$ cat src/rtl/rotreg_pkg.sv
// Shared types for the rotating-register command path.
// FSM states and push-button index map.
package rotreg_pkg;

  typedef enum logic [1:0] {
    IDLE = 2'd0,
    LOAD = 2'd1,
    STEP = 2'd2
  } state_e;

  localparam int NKEYS    = 4;
  localparam int KEY_LOAD = 0;
  localparam int KEY_STEP = 1;
  localparam int KEY_AUTO = 2;
  localparam int KEY_DIR  = 3;

endpackage

$ cat src/rtl/rotreg_cmd_sequencer_if.sv
// Button/switch inputs and register-control outputs
// of the command sequencer, bundled as one port.
interface rotreg_cmd_sequencer_if #(
  parameter int WIDTH = 4
);
  import rotreg_pkg::*;

  logic [NKEYS-1:0] key_n;
  logic [WIDTH-1:0] data_in;
  logic             ls_in;
  logic             step;
  logic             load_n;
  logic             rotate_right;
  logic             ls_right;
  logic [WIDTH-1:0] data_out;
  logic             auto_on;

  modport master (
    output key_n, data_in, ls_in,
    input  step, load_n, rotate_right,
    input  ls_right, data_out, auto_on
  );

  modport slave (
    input  key_n, data_in, ls_in,
    output step, load_n, rotate_right,
    output ls_right, data_out, auto_on
  );

endinterface

$ cat src/rtl/key_debouncer.sv
// One push-button: 2-FF sync, level debounce,
// and a 1-cycle pulse on each accepted press.
module key_debouncer #(
  parameter int DEBOUNCE_CYCLES = 500000
) (
  input  logic clk,
  input  logic reset,
  input  logic key_n,
  output logic press
);

  localparam int CW = $clog2(DEBOUNCE_CYCLES + 1);

  logic          sync1_q, sync2_q;
  logic          db_q, db_d;
  logic          press_q, press_d;
  logic [CW-1:0] cnt_q, cnt_d;

  // Count how long the synced level has disagreed with the
  // debounced one; accept it once the count is reached.
  always_comb begin
    cnt_d   = '0;
    db_d    = db_q;
    press_d = 1'b0;
    if (sync2_q != db_q) begin
      if (cnt_q == CW'(DEBOUNCE_CYCLES)) begin
        db_d    = sync2_q;
        press_d = ~sync2_q;
      end else begin
        cnt_d = cnt_q + 1'b1;
      end
    end
  end

  // Released level on reset so a held key yields one press.
  always_ff @(posedge clk) begin
    if (reset) begin
      sync1_q <= 1'b1;
      sync2_q <= 1'b1;
      db_q    <= 1'b1;
      cnt_q   <= '0;
      press_q <= 1'b0;
    end else begin
      sync1_q <= key_n;
      sync2_q <= sync1_q;
      db_q    <= db_d;
      cnt_q   <= cnt_d;
      press_q <= press_d;
    end
  end

  assign press = press_q;

endmodule

$ cat src/rtl/rotreg_cmd_sequencer.sv
// Command stage for the rotating shift register:
// pending flags, auto-rotate ticker and strobe FSM.
module rotreg_cmd_sequencer
  import rotreg_pkg::*;
#(
  parameter int WIDTH           = 4,
  parameter int DEBOUNCE_CYCLES = 500000,
  parameter int TICK_CYCLES     = 25000000
) (
  input  logic                   clk,
  input  logic                   reset,
  rotreg_cmd_sequencer_if.slave  bus
);

  localparam int TW = $clog2(TICK_CYCLES);

  logic [NKEYS-1:0] press;

  for (genvar i = 0; i < NKEYS; i++) begin : g_key
    key_debouncer #(
      .DEBOUNCE_CYCLES(DEBOUNCE_CYCLES)
    ) u_db (
      .clk  (clk),
      .reset(reset),
      .key_n(bus.key_n[i]),
      .press(press[i])
    );
  end

  state_e           state_q, state_d;
  logic             load_p_q, load_p_d;
  logic             step_p_q, step_p_d;
  logic             step_man_q, step_man_d;
  logic             dir_p_q, dir_p_d;
  logic             auto_on_q, auto_on_d;
  logic [TW-1:0]    tick_cnt_q, tick_cnt_d;
  logic             step_q, step_d;
  logic             load_n_q, load_n_d;
  logic             rot_q, rot_d;
  logic             ls_q, ls_d;
  logic [WIDTH-1:0] data_q, data_d;
  logic             tick, serve_step, dir_req;

  // Next-state for flags, ticker, direction and the strobe FSM.
  always_comb begin
    state_d    = state_q;
    step_d     = 1'b0;
    load_n_d   = 1'b1;
    data_d     = data_q;
    rot_d      = rot_q;
    dir_p_d    = dir_p_q;
    tick_cnt_d = tick_cnt_q;
    ls_d       = bus.ls_in;

    tick = auto_on_q &&
           (tick_cnt_q == TW'(TICK_CYCLES - 1));
    serve_step = (state_q == IDLE) &&
                 !load_p_q && step_p_q;

    auto_on_d = auto_on_q ^ press[KEY_AUTO];

    // Manual steps restart the period so the
    // next automatic step is a full tick away.
    if (press[KEY_AUTO]) begin
      tick_cnt_d = '0;
    end else if (serve_step && step_man_q) begin
      tick_cnt_d = '0;
    end else if (auto_on_q) begin
      tick_cnt_d = tick ? '0 : tick_cnt_q + 1'b1;
    end

    load_p_d = (load_p_q & ~((state_q == IDLE)))
             | press[KEY_LOAD];
    step_p_d = (step_p_q & ~serve_step)
             | press[KEY_STEP] | tick;
    step_man_d = (step_man_q & ~serve_step)
               | press[KEY_STEP];

    unique case (state_q)
      IDLE: begin
        if (load_p_q) begin
          state_d  = LOAD;
          step_d   = 1'b1;
          load_n_d = 1'b0;
          data_d   = bus.data_in;
        end else if (step_p_q) begin
          state_d = STEP;
          step_d  = 1'b1;
        end
      end
      LOAD, STEP: state_d = IDLE;
      default:    state_d = IDLE;
    endcase

    // Direction only flips going into a quiet idle cycle,
    // never while a strobe is being issued.
    dir_req = dir_p_q | press[KEY_DIR];
    if (dir_req) begin
      if ((state_d == IDLE) && !load_p_d && !step_p_d) begin
        rot_d   = ~rot_q;
        dir_p_d = 1'b0;
      end else begin
        dir_p_d = 1'b1;
      end
    end
  end

  // All state and outputs registered.
  always_ff @(posedge clk) begin
    if (reset) begin
      state_q    <= IDLE;
      load_p_q   <= 1'b0;
      step_p_q   <= 1'b0;
      step_man_q <= 1'b0;
      dir_p_q    <= 1'b0;
      auto_on_q  <= 1'b0;
      tick_cnt_q <= '0;
      step_q     <= 1'b0;
      load_n_q   <= 1'b1;
      rot_q      <= 1'b0;
      ls_q       <= 1'b0;
      data_q     <= '0;
    end else begin
      state_q    <= state_d;
      load_p_q   <= load_p_d;
      step_p_q   <= step_p_d;
      step_man_q <= step_man_d;
      dir_p_q    <= dir_p_d;
      auto_on_q  <= auto_on_d;
      tick_cnt_q <= tick_cnt_d;
      step_q     <= step_d;
      load_n_q   <= load_n_d;
      rot_q      <= rot_d;
      ls_q       <= ls_d;
      data_q     <= data_d;
    end
  end

  assign bus.step         = step_q;
  assign bus.load_n       = load_n_q;
  assign bus.rotate_right = rot_q;
  assign bus.ls_right     = ls_q;
  assign bus.data_out     = data_q;
  assign bus.auto_on      = auto_on_q;

endmodule

$ cat src/flat_wrapper.sv
// flat-port wrapper written by rule: the top's interface ports become plain ports
module rotreg_cmd_sequencer_flat import rotreg_pkg::*;
#(
  parameter int WIDTH           = 4,
  parameter int DEBOUNCE_CYCLES = 500000,
  parameter int TICK_CYCLES     = 25000000
)
  (clk, reset, bus_key_n, bus_data_in, bus_ls_in, bus_step, bus_load_n, bus_rotate_right, bus_ls_right, bus_data_out, bus_auto_on);
  rotreg_cmd_sequencer_if #(.WIDTH(WIDTH)) bus_i ();
  input  logic clk;
  input  logic reset;
  input wire logic [$bits(bus_i.key_n)-1:0] bus_key_n;
  input wire logic [$bits(bus_i.data_in)-1:0] bus_data_in;
  input wire logic [$bits(bus_i.ls_in)-1:0] bus_ls_in;
  output wire logic [$bits(bus_i.step)-1:0] bus_step;
  output wire logic [$bits(bus_i.load_n)-1:0] bus_load_n;
  output wire logic [$bits(bus_i.rotate_right)-1:0] bus_rotate_right;
  output wire logic [$bits(bus_i.ls_right)-1:0] bus_ls_right;
  output wire logic [$bits(bus_i.data_out)-1:0] bus_data_out;
  output wire logic [$bits(bus_i.auto_on)-1:0] bus_auto_on;
  assign bus_i.key_n = bus_key_n;
  assign bus_i.data_in = bus_data_in;
  assign bus_i.ls_in = bus_ls_in;
  assign bus_step = bus_i.step;
  assign bus_load_n = bus_i.load_n;
  assign bus_rotate_right = bus_i.rotate_right;
  assign bus_ls_right = bus_i.ls_right;
  assign bus_data_out = bus_i.data_out;
  assign bus_auto_on = bus_i.auto_on;
  rotreg_cmd_sequencer #(.WIDTH(WIDTH), .DEBOUNCE_CYCLES(DEBOUNCE_CYCLES), .TICK_CYCLES(TICK_CYCLES)) u_core (.clk(clk), .reset(reset), .bus(bus_i));
endmodule
$ cat config.mk
export PLATFORM = sky130hd
export DESIGN_NAME = rotreg_cmd_sequencer_flat
export DESIGN_NICKNAME = d
export VERILOG_FILES = /design/src/rtl/rotreg_pkg.sv /design/src/rtl/rotreg_cmd_sequencer_if.sv /design/src/rtl/key_debouncer.sv /design/src/rtl/rotreg_cmd_sequencer.sv /design/src/flat_wrapper.sv
export SDC_FILE = /design/constraint.sdc
export NUM_CORES = 1
export LEC_CHECK = 0
export CAP_MARGIN = 40
export CORE_ASPECT_RATIO = 1.5
export CORE_MARGIN = 1
export CORE_UTILIZATION = 31
export CTS_BUF_LIST = sky130_fd_sc_hd__clkbuf_8 sky130_fd_sc_hd__clkbuf_16
export CTS_CLUSTER_SIZE = 12
export DETAILED_ROUTE_END_ITERATION = 8
export MAX_ROUTING_LAYER = met4
export SETUP_SLACK_MARGIN = 0.05
export SYNTH_ARGS = -nofsm -noshare
export SYNTH_HDL_FRONTEND = slang
export SYNTH_SLANG_ARGS = --single-unit
$ cat constraint.sdc
create_clock -name clk -period 2.5 [get_ports clk]
set_input_delay 0.75 -clock clk [delete_from_list [all_inputs] [get_ports clk]]
set_output_delay 0.75 -clock clk [all_outputs]
set_load 0.05 [all_outputs]
==> impl_metrics.ini, run 1 <==
[run_status]
outcome = complete, but fails checks
violations = design-rule violations

[hold_path]
hold_path_class = reg -> reg

[critical_path]
end_kind = primary output
worstSetupPathType = reg -> out
path_max_fanout = 3
crit_family = buffers and inverters
cpMaxStageDelayCell = clkdlybuf4s50_1
path_buf_inv = 1
arrival_ns = 1.59
cpPeakStageDelay_ns = 0.83
worstPathCellList = clkdlybuf4s50_1
setup.worst_path.start_class = register
cp.required_ns = 1.75

[final_layout]
diodes = 0
synthToLayoutAreaGrowth_pct = 18.0
fillers = 1731
layout-drive-gt1-share_pct = 7.73
layout.nets = 667

[synthesis]
yosysWarnings = 0
synth-edff-count = 0
netlist_top_cells_count = nor2_1, dfxtp_1, xor2_1
synthDistinctLibCells = 41
synth_fp_nets = 644
synth-seq-cells = 132
ys_seq_area_share_pct = 47.4
synth_area_sq_um = 5580
yosys.area.top_type_share_pct = 47.4
synthCells = 624
synth_most_common_cell = nor2_1
syn_area_per_cell_sq_um = 8.94
yosys-top-cells-area = dfxtp_1, nor2_1, xor2_1
yosysTopAreaCell = dfxtp_1
synthFlopType = dfxtp_1
ys_async_sr_fraction_pct = 0

[sta]
hold_viol = 0
slew_headroom_pct = 57.4
clock_skew_ns = 0.0106
tightest_slew_ns = 0.640
rsz0062_at_grt = false
finalCritPeriodShare_pct = 93.5
period_needed_ns = 2.34
finalSetupViolCount = 0
setup_tns_ns = 0
maxSlewViolCount = 0
max_freq_mhz = 428

[power_and_ir_drop]
peakVddDrop_mv = 0.477
p_per_area_nw_per_um2 = 713
p_leak_uw = 0.00219
power.total_uw = 4700

[drt]
drc = 2
wl_per_cell_microns = 11.0
vias = 4054
drtIter0Drc = 167
drtAntennaViolNets = 0
vias_per_cell = 4.64
drt_first_pass_iters = 8
wirelength_microns = 9580

[clock_tree]
clock_latency_ns = 0.42
cts-root-buf = clkbuf_16
cts_hold_buf = 0
cts.sinks = 132
htree_levels = 4
cts_buffers = 17
cts_tree = yes
clkTransAtPathRegs_ns = 0.06
cts_buffer_depth = 2

[placement]
gp_congestion = 0.744
portBuffers = 19
dp_hpwl_microns = 6460

[grt]
antenna_found_initial = 0
grt-ovfl-total = 0
grt_usage_pct = 11.8
grt_max_degree = 24
first_global_vias = 3994
grt_pass1_wl_microns = 17300

[run]
drv_cap = 0

[die]
die-area_sq_um = 18500
die_h_microns = 166
placementRows = 59
die_w_microns = 112
core_area_sq_um = 17500
start_util_pct = 31.9
io_pins = 20
metal layers:
metal,track usage (%),vias to the layer above,routed length (microns)
met5,-,-,0
met4,5.29,0,192
met3,3.28,13,265
met2,20.0,45,4700
met1,12.7,1863,4420
li1,-,2133,-
placed cells by master, fill, tap and decap left out, types with 4 or more instances in the layout:
master             n
ha_1               9
xnor2_1           45
and4_1            11
nand2_1           30
or3_1              6
dfxtp_1          132
xor2_1            51
and3_1            17
clkdlybuf4s50_1   18
a21oi_1            6
inv_6              6
nor2_1           141
and2_1             4
or2_2              9
mux2i_1            4
nor4b_1            6
nor4_1             9
nor3_1             9
nand4_1           22
buf_4              5
nand3_1           42
nor2b_1            7
clkbuf_16         17
inv_1             17
a211o_1            4
per-stage QoR:
step	cells	util (%)	setup slack [ns]	hold WS [ns]	instance area (sq um)
6_report	873	37.6	0.163	0.408	6580
5_1_grt	873	37.6	0.0975	0.430	6580
4_1_cts	873	37.6	0.139	0.408	6580
3_5_place_dp	841	34.1	0.120	0.393	5970
3_3_place_gp	841	34.1	0.154	0.391	5970
2_1_floorplan	624	-	0.274	0.389	5580
state kept, by name, summed over array words and instances (netlist names):
register,count
u_core.bus.auto_on,1
u_core.bus.ls_right,1
u_core.step_man_q,1
u_core.g_key.u_db.sync2_q,4
u_core.g_key.u_db.db_q,4
u_core.bus.load_n,1
u_core.bus.step,1
u_core.load_p_q,1
u_core.g_key.u_db.sync1_q,4
u_core.g_key.u_db.press,4
u_core.bus.rotate_right,1
u_core.dir_p_q,1
u_core.g_key.u_db.cnt_q,76
u_core.state_q,2
u_core.bus.data_out,4
u_core.tick_cnt_q,25
u_core.step_p_q,1
power breakdown:
| group | internal, uW | switching, uW | total (uW) |
|---|---|---|---|
| combinational | 30.5 | 33.3 | 63.8 |
| sequential | 2110 | 5.92 | 2120 |
| clock | 1530 | 986 | 2510 |
| total | 3670 | 1020 | 4700 |
area by class of cell:
| cell class | count | area, sq um | area share (%) |
|---|---|---|---|
| multi-input combinational | 455 | 2770 | 42.0 |
| clock inverter | 14 | 166 | 2.53 |
| tap | 213 | 267 | 4.05 |
| timing repair buffer | 24 | 238 | 3.61 |
| clock buffer | 18 | 439 | 6.67 |
| sequential | 132 | 2640 | 40.2 |
| inverter | 17 | 63.8 | 0.970 |
path summary, 6_finish.rpt:
kind / start / endpoint / cells after the start / slack, ns
hold reg to reg: u_core.g_key[2].u_db.sync1_q$_SDFF_PP1_ / u_core.g_key[2].u_db.sync2_q$_SDFF_PP1_ / 1 / 0.41
setup / recovery: u_core.bus.rotate_right$_SDFFE_PP0P_ / bus_rotate_right / 1 / 0.16
hold / removal: u_core.g_key[2].u_db.sync1_q$_SDFF_PP1_ / u_core.g_key[2].u_db.sync2_q$_SDFF_PP1_ / 1 / 0.41
setup reg to reg: u_core.tick_cnt_q[0]$_SDFFE_PP0P_ / u_core.tick_cnt_q[21]$_SDFFE_PP0P_ / 6 / 0.24
timing repair:
item / CTS / global route
resized for setup: 0 / 1
endpoints found under the setup margin: 0 / 1
setup buffers: 0 / 0
cells by family (layout without fill, tap and decap cells):
logic type | after synthesis | count (layout) | synth area share, %
AOI/OAI and AO/OA | 14 | 14 | 1.66
xor gates and xnor gates | 96 | 96 | 15.1
adders and majority gates | 9 | 9 | 2.02
buffers and inverters | 37 | 73 | 3.09
DFF | 132 | 132 | 47.4
muxes | 4 | 4 | 0.718
and+or+nand+nor | 332 | 332 | 30.1
(Power assumes the default switching activity.)
==> run 2: changes to the inputs <==
--- a/config.mk
+++ b/config.mk
@@ -12,7 +12,9 @@
 export CTS_BUF_LIST = sky130_fd_sc_hd__clkbuf_8 sky130_fd_sc_hd__clkbuf_16
 export CTS_CLUSTER_SIZE = 12
 export DETAILED_ROUTE_END_ITERATION = 8
+export HOLD_SLACK_MARGIN = 0.08
 export MAX_ROUTING_LAYER = met4
+export REMOVE_ABC_BUFFERS = 1
 export SETUP_SLACK_MARGIN = 0.05
 export SYNTH_ARGS = -nofsm -noshare
 export SYNTH_HDL_FRONTEND = slang
==> impl_metrics.ini, run 2 (synthesized netlist as in run 1, its figures left out) <==
[final_layout]
synthToLayoutAreaGrowth_pct = 17.3
layout-drive-gt1-share_pct = 6.98
layout_commonest_cell = nor2_1
diodes = 0
instances_no_fill = 872
layout.nets = 668
top_regs = u_core.g_key.u_db.cnt_q: 76 flops, u_core.tick_cnt_q: 25 flops
final_cell_mix = nor2_1, dfxtp_1, xor2_1, xnor2_1, nand3_1
largest_reg_flops = 76
regMostFlops = u_core.g_key.u_db.cnt_q

[drt]
vias = 4050
drc = 1
drt_first_pass_iters = 6
drtIter0Drc = 110
wl_per_cell_microns = 11.4
drtAntennaViolNets = 0
vias_per_cell = 4.64
wirelength_microns = 9970

[grt]
top_usage_layer = met2
met3_usage_pct = 2.81
grt_usage_pct = 11.9
grt_pass1_wl_microns = 17500
grt_use_met1_pct = 12.6
antenna_found_initial = 0
use_met2_pct = 20.8
grt_max_degree = 25
grt-ovfl-total = 0
first_global_vias = 3938

[critical_path]
arrival_ns = 2.60
rrSetupSlack_ns = 0.17
cp.required_ns = 2.78
worstSetupPathType = reg -> reg
end_kind = register
setup.worst_path.start_class = register
r2r_cells = 6
path_max_fanout = 23

[sta]
fin_ws_ns = 0.174
finalCritPeriodShare_pct = 93.0
finalSetupViolCount = 0
tightest_slew_ns = 0.657
hold_viol = 0
maxSlewViolCount = 0
slew_headroom_pct = 56.2
whs_ns = 0.406
period_needed_ns = 2.33
setup_tns_ns = 0
max_freq_mhz = 430
clock_skew_ns = 0.00936
rsz0062_at_grt = false

[placement]
place_ws_ns = 0.152
gp_congestion = 0.744
portBuffers = 19
dp.cells = 842
dp_hpwl_microns = 6730

[die]
die_w_microns = 112
placementRows = 59
die_h_microns = 166
io_pins = 20
core_area_sq_um = 17500
die-area_sq_um = 18500
start_util_pct = 31.9

[clock_tree]
htree_levels = 4
clkTransAtPathRegs_ns = 0.05
clock_latency_ns = 0.41
cts_setup_buffers = 0
cts_tree = yes
cts_buffer_depth = 2
cts_buffers = 17
cts-root-buf = clkbuf_16
cts_hold_buf = 0
cts.sinks = 132
post_cts_resized = 0

[hold_path]
hold_path_depth = 1
hold_path_class = reg -> reg

[run]
drv_cap = 0

[run_status]
violations = design-rule violations
outcome = complete, but fails checks

[power_and_ir_drop]
peakVddDrop_mv = 0.284
power.total_uw = 4520
p_leak_uw = 0.00220
p_per_area_nw_per_um2 = 691
==> run 2: changes by cell type in the layout (fill, tap and decap cells not counted) <==
cell	previous run	this run
inv_6	6	0
clkbuf_8	1	6
clkinv_2	0	3
clkinvlp_4	3	0
inv_1	17	20
inv_8	2	0
buf_4	5	6
bufinv_16	2	1
clkinv_4	1	0
or3_1	6	7
or3_2	1	0
==> run 2: final timing paths <==
kind                                                 from                                       to
setup / recovery        u_core.tick_cnt_q[0]$_SDFFE_PP0P_        u_core.tick_cnt_q[3]$_SDFFE_PP0P_
hold / removal    u_core.g_key[1].u_db.sync1_q$_SDFF_PP1_  u_core.g_key[1].u_db.sync2_q$_SDFF_PP1_
setup reg to reg        u_core.tick_cnt_q[0]$_SDFFE_PP0P_        u_core.tick_cnt_q[3]$_SDFFE_PP0P_
hold reg to reg   u_core.g_key[1].u_db.sync1_q$_SDFF_PP1_  u_core.g_key[1].u_db.sync2_q$_SDFF_PP1_
==> run 2: area by class of cell <==
type	instances	area [sq um]
Inverter	17	63.8
Fill cell	1771	10900
Timing Repair Buffer	25	245
Clock buffer	23	508
Sequential cell	132	2640
Tap cell	213	267
Clock inverter	7	56.3
Multi-Input combinational cell	455	2760
==> run 2: critical path, cell delays in order, from the launching register on <==
cell and delay, ns:
dfxtp_1 0.42, ha_1 0.23, nand4_2 0.14, or2_1 0.29, or4_1 0.71, nand2b_4 0.31
nor2_1 0.09
==> run 2: power by group <==
| part | total [uW] | switching [uW] | internal, uW | leakage, uW |
|---|---|---|---|---|
| clock network | 2340 | 838 | 1500 | 0.000294 |
| logic | 67.0 | 35.4 | 31.6 | 0.000842 |
| registers | 2120 | 5.90 | 2110 | 0.00107 |
| total | 4520 | 879 | 3640 | 0.00220 |
==> run 2: per-layer routing <==
metal | vias to the layer above | share of wire [%] | routed length (microns)
li1 | 2127 | - | -
met2 | 43 | 50 | 5010
met5 | - | 0 | 0
met4 | 0 | 1.2 | 121
met3 | 8 | 2.5 | 250
met1 | 1872 | 46 | 4590
==> run 2: per-stage QoR <==
stage	util, %	instance area, sq um
after floorplan	-	5470
after global placement	34.2	5980
after detailed placement	34.2	5980
after CTS	37.4	6550
after global routing	37.4	6550
final	37.4	6550
